<file path="src/rtl/gray_ptr_receiver.sv">
// gray_ptr_receiver: brings a Gray-coded pointer from a foreign clock domain
// into clk, decodes it to binary and accumulates the pointer increments into
// a delta that a consumer drains through a valid/ready handshake.
//
// Handshake: delta_valid is high whenever delta is nonzero; a transfer happens
// on a rising edge where delta_valid && delta_ready. On that edge the
// accumulator restarts from the increment seen in the same cycle, so no step
// is dropped. delta keeps growing while the consumer stalls, and delta_ready
// has no effect while delta_valid is low.
module gray_ptr_receiver #(
    parameter int WIDTH       = 8,
    parameter int SYNC_STAGES = 2
) (
    input  logic             clk,
    input  logic             reset,
    input  logic [WIDTH-1:0] gray_in,
    output logic [WIDTH-1:0] bin_out,
    output logic             locked,
    output logic [WIDTH-1:0] delta,
    output logic             delta_valid,
    input  logic             delta_ready,
    output logic             err_multibit,
    output logic             overflow,
    input  logic             err_clear,
    output logic             state_dbg
);

    typedef enum logic {
        ST_INIT = 1'b0,
        ST_RUN  = 1'b1
    } state_t;

    localparam int CW = $clog2(SYNC_STAGES + 1);
    localparam logic [CW-1:0]    INIT_LAST = CW'(SYNC_STAGES);
    localparam logic [CW-1:0]    CNT_ONE   = CW'(1);
    localparam logic [WIDTH-1:0] ONE       = WIDTH'(1);
    localparam logic [WIDTH-1:0] MAX_VAL   = '1;

    state_t           state, state_next;
    logic [CW-1:0]    init_cnt, init_cnt_next;
    logic [WIDTH-1:0] sync_q [SYNC_STAGES];
    logic [WIDTH-1:0] sync_out;
    logic [WIDTH-1:0] dec;
    logic [WIDTH-1:0] bin_q, g_q;
    logic [WIDTH-1:0] acc, acc_next;
    logic [WIDTH-1:0] step, diff, base;
    logic [WIDTH:0]   sum;
    logic             multibit;
    logic             xfer;
    logic             err_q, err_next;
    logic             ovf_q, ovf_next;

    // Plain flop chain into the clk domain; nothing sits between the stages.
    always_ff @(posedge clk or posedge reset) begin
        if (reset) begin
            for (int i = 0; i < SYNC_STAGES; i++) sync_q[i] <= '0;
        end else begin
            sync_q[0] <= gray_in;
            for (int i = 1; i < SYNC_STAGES; i++) sync_q[i] <= sync_q[i-1];
        end
    end

    assign sync_out = sync_q[SYNC_STAGES-1];

    // Gray to binary: bit i is the XOR of all Gray bits from the MSB down to i.
    always_comb begin
        dec = '0;
        for (int i = 0; i < WIDTH; i++) dec[i] = ^(sync_out >> i);
    end

    // A legal Gray move changes at most one bit; diff & (diff-1) clears the
    // lowest set bit, so anything left over means two or more bits changed.
    assign diff     = sync_out ^ g_q;
    assign multibit = (diff & (diff - ONE)) != '0;
    assign step     = dec - bin_q;
    assign xfer     = delta_valid && delta_ready;
    assign base     = xfer ? '0 : acc;
    assign sum      = {1'b0, base} + {1'b0, step};

    // Next state, accumulator and sticky flags; new errors override err_clear.
    always_comb begin
        state_next    = state;
        init_cnt_next = init_cnt;
        acc_next      = acc;
        err_next      = err_clear ? 1'b0 : err_q;
        ovf_next      = err_clear ? 1'b0 : ovf_q;
        case (state)
            ST_INIT: begin
                if (init_cnt == INIT_LAST) begin
                    state_next = ST_RUN;
                end else begin
                    init_cnt_next = init_cnt + CNT_ONE;
                end
            end
            ST_RUN: begin
                if (multibit) begin
                    acc_next = base;
                    err_next = 1'b1;
                end else if (sum[WIDTH]) begin
                    acc_next = MAX_VAL;
                    ovf_next = 1'b1;
                end else begin
                    acc_next = sum[WIDTH-1:0];
                end
            end
            default: state_next = ST_INIT;
        endcase
    end

    // State, decoded pointer (updated every edge, also during INIT) and flags.
    always_ff @(posedge clk or posedge reset) begin
        if (reset) begin
            state    <= ST_INIT;
            init_cnt <= '0;
            bin_q    <= '0;
            g_q      <= '0;
            acc      <= '0;
            err_q    <= 1'b0;
            ovf_q    <= 1'b0;
        end else begin
            state    <= state_next;
            init_cnt <= init_cnt_next;
            bin_q    <= dec;
            g_q      <= sync_out;
            acc      <= acc_next;
            err_q    <= err_next;
            ovf_q    <= ovf_next;
        end
    end

    assign bin_out      = bin_q;
    assign delta        = acc;
    assign delta_valid  = (acc != '0);
    assign locked       = (state == ST_RUN);
    assign err_multibit = err_q;
    assign overflow     = ovf_q;
    assign state_dbg    = state;

endmodule

</file>
<file path="config.mk">
export PLATFORM = sky130hd
export DESIGN_NAME = gray_ptr_receiver
export DESIGN_NICKNAME = d
export VERILOG_FILES = /design/src/rtl/gray_ptr_receiver.sv
export SDC_FILE = /design/constraint.sdc
export NUM_CORES = 1
export LEC_CHECK = 0
export BUFFER_PORTS_ARGS = -buffer_cell sky130_fd_sc_hd__buf_2
export CELL_PAD_IN_SITES_DETAIL_PLACEMENT = 0
export CELL_PAD_IN_SITES_GLOBAL_PLACEMENT = 2
export CORE_MARGIN = 5
export CORE_UTILIZATION = 37
export CTS_BUF_LIST = sky130_fd_sc_hd__clkbuf_16
export DETAILED_ROUTE_END_ITERATION = 12
export GPL_TIMING_DRIVEN = 0
export PLACE_DENSITY_LB_ADDON = 0.1
export SLEW_MARGIN = 10
export SYNTH_ARGS = -nofsm -noshare
export SYNTH_HDL_FRONTEND = slang
export SYNTH_SLANG_ARGS = --single-unit
</file>
<file path="constraint.sdc">
create_clock -name clk -period 4.9 [get_ports clk]
set_input_delay 0.49 -clock clk [delete_from_list [all_inputs] [get_ports clk]]
set_output_delay 0.49 -clock clk [all_outputs]
set_load 0.005 [all_outputs]
</file>
Yosys cells after proc, flatten, opt, wreduce, memory -nomap -nowiden:

Cells that the tools add are included.

* register bits after elaboration: 45
* output and inout port bits: 21
* ROM bits: 0
* bits of input ports: 12
* memories kept: 0
* memory bits (writable): 0
* latch bits: 0
* logic and storage cells: 42

* bitwise operators: 4
* shift-type cells: 0
* magnitude comparators: 0
* reductions and logical operators: 12
* add/subtract/negate cells: 4
* multiplexer cells: 12
* div/mod/pow operators: 0
* eq/ne operators: 1
* multiply operators: 0

Operators by type and width (count)
* parity 8 bit: 8
* 2-to-1 mux 8 bit: 3
* nonzero test 8 bit: 2
* adder 8 x 8 -> 9 bit: 1
* 2-to-1 mux 1 bit: 9
* bitwise AND 8 bit: 1
* subtractor 8 x 1 -> 8 bit, second input constant: 1
* subtractor 8 bit: 1
* XOR 8 bit: 1
* adder 2 x 1 -> 2 bit, second input constant: 1
* == test 2 bit, second input constant: 1
* NOT 1 bit: 2
* AND reduction 2 bit: 1
* logical AND 1 bit: 1

Longest topological paths before layout:

* word-level depth: 7
* mapped depth: 19

Worst setup path after synthesis:

OpenSTA, ideal clock, no wires.

* path kind: reg2reg
* start: reg sync_q, in the netlist sync_out[7]
* end: reg acc[7], in the netlist delta[7]
* clock period less this slack: 4.281 ns
* data required time: 4.768 ns
* path buffers: 0
* arrival time: 4.149 ns
* library setup time: 0.132 ns
* slack: 0.619 ns
* stages on the path, launching flop included: 19
* path through: dfrtp_1 -> xor3_2 -> xor2_2 -> xnor2_2 -> xor2_2 -> xor2_2 -> xor2_1 -> ha_1 -> fa_1 -> nor2b_1 -> o21ai_0 -> nand2b_1 -> xor2_1 -> ha_1 -> or2_2 -> o311a_1 -> or3_1 -> a311oi_1 -> mux2i_1

* longest elaborated chain between the ends: 5
* elaborated cells between the ends (all ways): 16
* those cells by class: 3 x add/sub; 2 x mux; 2 x bitwise; 9 x reduce/logical

RTL lines
* start: declaration: line 41 `logic [WIDTH-1:0] sync_q [SYNC_STAGES];`
* parity 8 bit: line 68 `for (int i = 0; i < WIDTH; i++) dec[i] = ^(sync_out >> i);`
* via dec[5]: line 43 `logic [WIDTH-1:0] dec;`
* subtractor 8 bit: line 75 `assign step = dec - bin_q;`
* adder 8 x 8 -> 9 bit: line 78 `assign sum = {1'b0, base} + {1'b0, step};`
* 2-to-1 mux 8 bit: line 99 `end else if (sum[WIDTH]) begin`
* 2-to-1 mux 8 bit: line 96 `if (multibit) begin`
* end signal: assignment: line 125 `acc <= acc_next;`
* end: declaration: line 45 `logic [WIDTH-1:0] acc, acc_next;`

The timed path passes the listed nets, and every way through them passes these cells.
A chain may end at the register's enable or synchronous reset.

Worst setup path after layout:

* start: reg sync_q, in the netlist sync_out[5]
* end: reg acc[7], in the netlist delta[7]

The elaborated chain is that of the path after synthesis.

==> run summary <==
The largest voltage drop on the vdd net is about 0.00019 V. The netlist area before placement is around 2200 sq um. The global-route usage over all layers came out at about an eighth. The number of buffers inserted during clock tree synthesis came out at 5. The peak fanout along the critical path is 4. The initial core utilization came out at a little under two fifths. The normalized max-slew margin came out at roughly three quarters. Once detail routing completed, the nets flagged for antenna violations numbered 0. The CTS H-tree depth is 2.

dfrtp_1 is the most common cell in the netlist. The total cell area at the placement stage came out at ~2500 sq um. For this design the top-level I/O count stands at 33. The number of search-and-repair iterations in the first detailed-routing pass is 4. The via count of the routed design came out at 1465. The static power due to leakage is about 1.4 nW. The clock tree root buffer cell is clkbuf_16.

The flip-flop and latch count after synthesis came out at 44. Detailed placement finished with a half-perimeter wire length of between 3000 and 4000 microns. The count of max-cap constraint violations came out at 0. The part of the cycle the worst path needs is between 90 and 100%. The first global-routing pass estimated roughly 7000 microns of wire. Setup repair after global routing could not meet its margin everywhere. The share of async-settable or async-resettable flops after synthesis is between 90% and 100%. TritonCTS built the clock tree.

The flow ran to the end, and the final reports show no timing, DRC or antenna violations. Yosys attributes the largest share of cell area to dfrtp_1 49%, ha_1 9.0%, xor2_1 4.7%. The area growth from synthesis to layout is 22.9%.

The critical path is of the reg -> reg type. The count of flip-flops with a built-in enable after synthesis came out at 0. The number of vias per cell after detailed routing is between 4 and 5.

The power density over the cells came out at 485 nW/um^2. The number of warnings issued by yosys is 0. dfrtp_1 takes more of the synthesized area than any other cell. The pin count of the biggest net entering global routing is 36.

The register clock-pin slew on the reported worst setup and hold paths came out at around 0.06 ns. The data required time of the critical path is between 5 and 6 ns. STA puts the critical path data arrival time at about 4.7 ns.

By count the netlist is led by 44 x dfrtp_1, 16 x ha_1, 16 x inv_1. The horizontal die dimension came out at about 90 microns. After detailed routing, the total wire length is 4090 microns.

The number of endpoints with negative hold slack in the final report is 0. The number of distinct library cells after synthesis came out at 35. The number of antenna violations at the first check in global routing came to 0. The via count of the first global-routing pass is approximately 1.6k. In this run, the number of DRC markers left after iteration 0 of detailed routing was 17.

The utilization after layout came out at between 40% and 50%. The accumulated negative setup slack came out at 0 ns. The top-area cell type share of the netlist area is about half.

The clock passes through at most 2 buffers. The number of nets in the finished design came out at about 270. The worst path in the final design needs a cycle of about 4.5 ns, including I/O delays and setup. The layout cell share with drive strength beyond 1 is between 20% and 30%. In this run the worst hold path is classified as in -> async. The die area is around 7700 sq um. The clock insertion delay at the later pin of the skew report came out at ~0.28 ns.

From bottom edge to top edge, the die measures ~88 microns. Setup violations remaining at the end of the flow were counted as 0. The actual slew at the worst max-slew pin is between 0.3 and 0.4 ns. A synthesized cell averages 11.3 sq um. The setup slack after placement is about 0.21 ns.

For this design, the sink count on the clock tree is 44. STA classifies the critical path endpoint as a flop. The remaining routing DRC violations is 0. The kind of start point of the critical path is a flop.

The total overflow reported by the global router came out at 0. Routability-driven placement finished with a final weighted congestion of 0.766. The area inside the core boundary came out at 5890 sq um. After technology mapping, the gate count stands at 198. The number of slew-limit violations in the final report came out at 0. The post-synthesis net count came out at between 200 and 250. The number of inserted diodes came out at 0. The average detailed-routed wire length per instance is ~13 microns. The number of port buffers came out at 32. In this run the core area contains 28 standard-cell rows.

The clock skew after layout is ~0.005 ns. The timing-limited maximum frequency is between 0.2 and 0.25 GHz. The worst path setup slack after routing is roughly 0.36 ns. The summed area of non-filler cells in the final layout is roughly 2700 sq um. The most used flip-flop cell after synthesis is dfrtp_1. The part of the Yosys area used for sequential elements came out at approximately half.
[flip-flops by register name (all words and copies together) (netlist names)]
name,count
bin_out,8
delta,8
err_multibit,1
g_q,7
init_cnt,2
locked,1
overflow,1
sync_out,8
sync_q,8
[what timing repair did]
item	CTS	global route
endpoints found under the hold margin	0	0
resized for setup	0	3
buffers inserted	0	4
hold buffers	0	0
setup endpoints to repair	0	8
[layout make-up]
| cell class | instances | area (sq um) |
|---|---|---|
| plain buffers | 4 | 23.8 |
| clock buffers | 5 | 125 |
| clock inverters | 2 | 60.1 |
| fillers | 548 | 3140 |
| inverters | 16 | 60.1 |
| multi-input cells | 134 | 1070 |
| flip-flops and latches | 44 | 1100 |
| well taps | 75 | 93.8 |
| repair buffers | 37 | 210 |
[critical path, cell delays in order (launching register included)]
cell      delay (ns)
dfrtp_1         0.43
xor3_2          0.47
xor2_4          0.20
xnor2_2         0.24
xor2_2          0.22
xor2_2          0.23
xor2_1          0.10
ha_1            0.22
fa_1            0.40
nor2b_1         0.13
o21ai_0         0.09
nand2b_1        0.12
xor2_1          0.17
ha_1            0.28
or2_2           0.30
o311a_1         0.14
or3_1           0.32
a311oi_2        0.27
mux2i_1         0.10
[layout by cell type (no fill, tap or decap), types with 2 or more instances in the layout]
| cell type | netlist | routed |
|---|---|---|
| a21o_1 | 3 | 3 |
| xnor2_1 | 9 | 9 |
| bufinv_16 | 0 | 2 |
| buf_2 | 1 | 33 |
| mux2i_1 | 8 | 8 |
| or3_1 | 2 | 2 |
| inv_1 | 16 | 15 |
| a211oi_1 | 4 | 4 |
| nand2_1 | 13 | 13 |
| fa_1 | 2 | 2 |
| nor3_1 | 4 | 4 |
| buf_4 | 2 | 6 |
| nor2b_1 | 11 | 11 |
| xor2_1 | 12 | 12 |
| a21oi_1 | 6 | 6 |
| nor4_1 | 4 | 4 |
| xor2_2 | 3 | 2 |
| dfrtp_1 | 44 | 44 |
| ha_1 | 16 | 16 |
| or2_2 | 3 | 3 |
| nor2_1 | 12 | 12 |
| o21ai_0 | 9 | 9 |
| clkbuf_16 | 0 | 5 |
[metal layers]
| layer | part of all wire, % | GRT usage, % |
|---|---|---|
| met5 | 0 | 0 |
| met4 | 1.2 | 4.32 |
| met2 | 51 | 19.4 |
| met1 | 44 | 14.9 |
| met3 | 4.2 | 3.57 |
[worst paths after layout]
path | startpoint | to | slack, ns | depth (start not counted)
setup / recovery | sync_out[5] | delta[7] | 0.36 | 18
hold / removal | reset | delta[1] | 0.13 | 2
setup reg to reg | sync_out[5] | delta[7] | 0.36 | 18
hold reg to reg | sync_q[14] | sync_out[6] | 0.35 | 0
max in group asynchronous | reset | sync_q[8] | 4.31 | 3
min in group clk | gray_in[0] | sync_q[8] | 0.32 | 1
[stage by stage]
stage	power [W]	cells	hold WS, ns
6_report	0.00133	317	0.132
5_1_grt	0.00144	317	0.141
4_1_cts	0.00133	313	0.132
3_5_place_dp	0.000903	306	0.337
3_3_place_gp	0.000891	305	0.332
2_1_floorplan	0.000790	198	0.331
[where the power goes]
group | switching (W) | total [W] | internal (W)
clock network | 0.000131 | 0.000420 | 0.000289
logic | 0.000259 | 0.000492 | 0.000234
registers | 0.0000229 | 0.000417 | 0.000394
total | 0.000412 | 0.00133 | 0.000917
[logic make-up after synthesis]
logic type                 after synthesis  share of synthesized area [%]
xor gates and xnor gates                26                           12.3
AOI/OAI and AO/OA                       31                           8.97
adders and majority gates               18                           10.8
buffers and inverters                   20                           3.76
and+or+nand+nor                         51                           11.3
muxes                                    8                           3.59
DFF                                     44                           49.4
No activity file was read; power rests on OpenSTA's default activity.
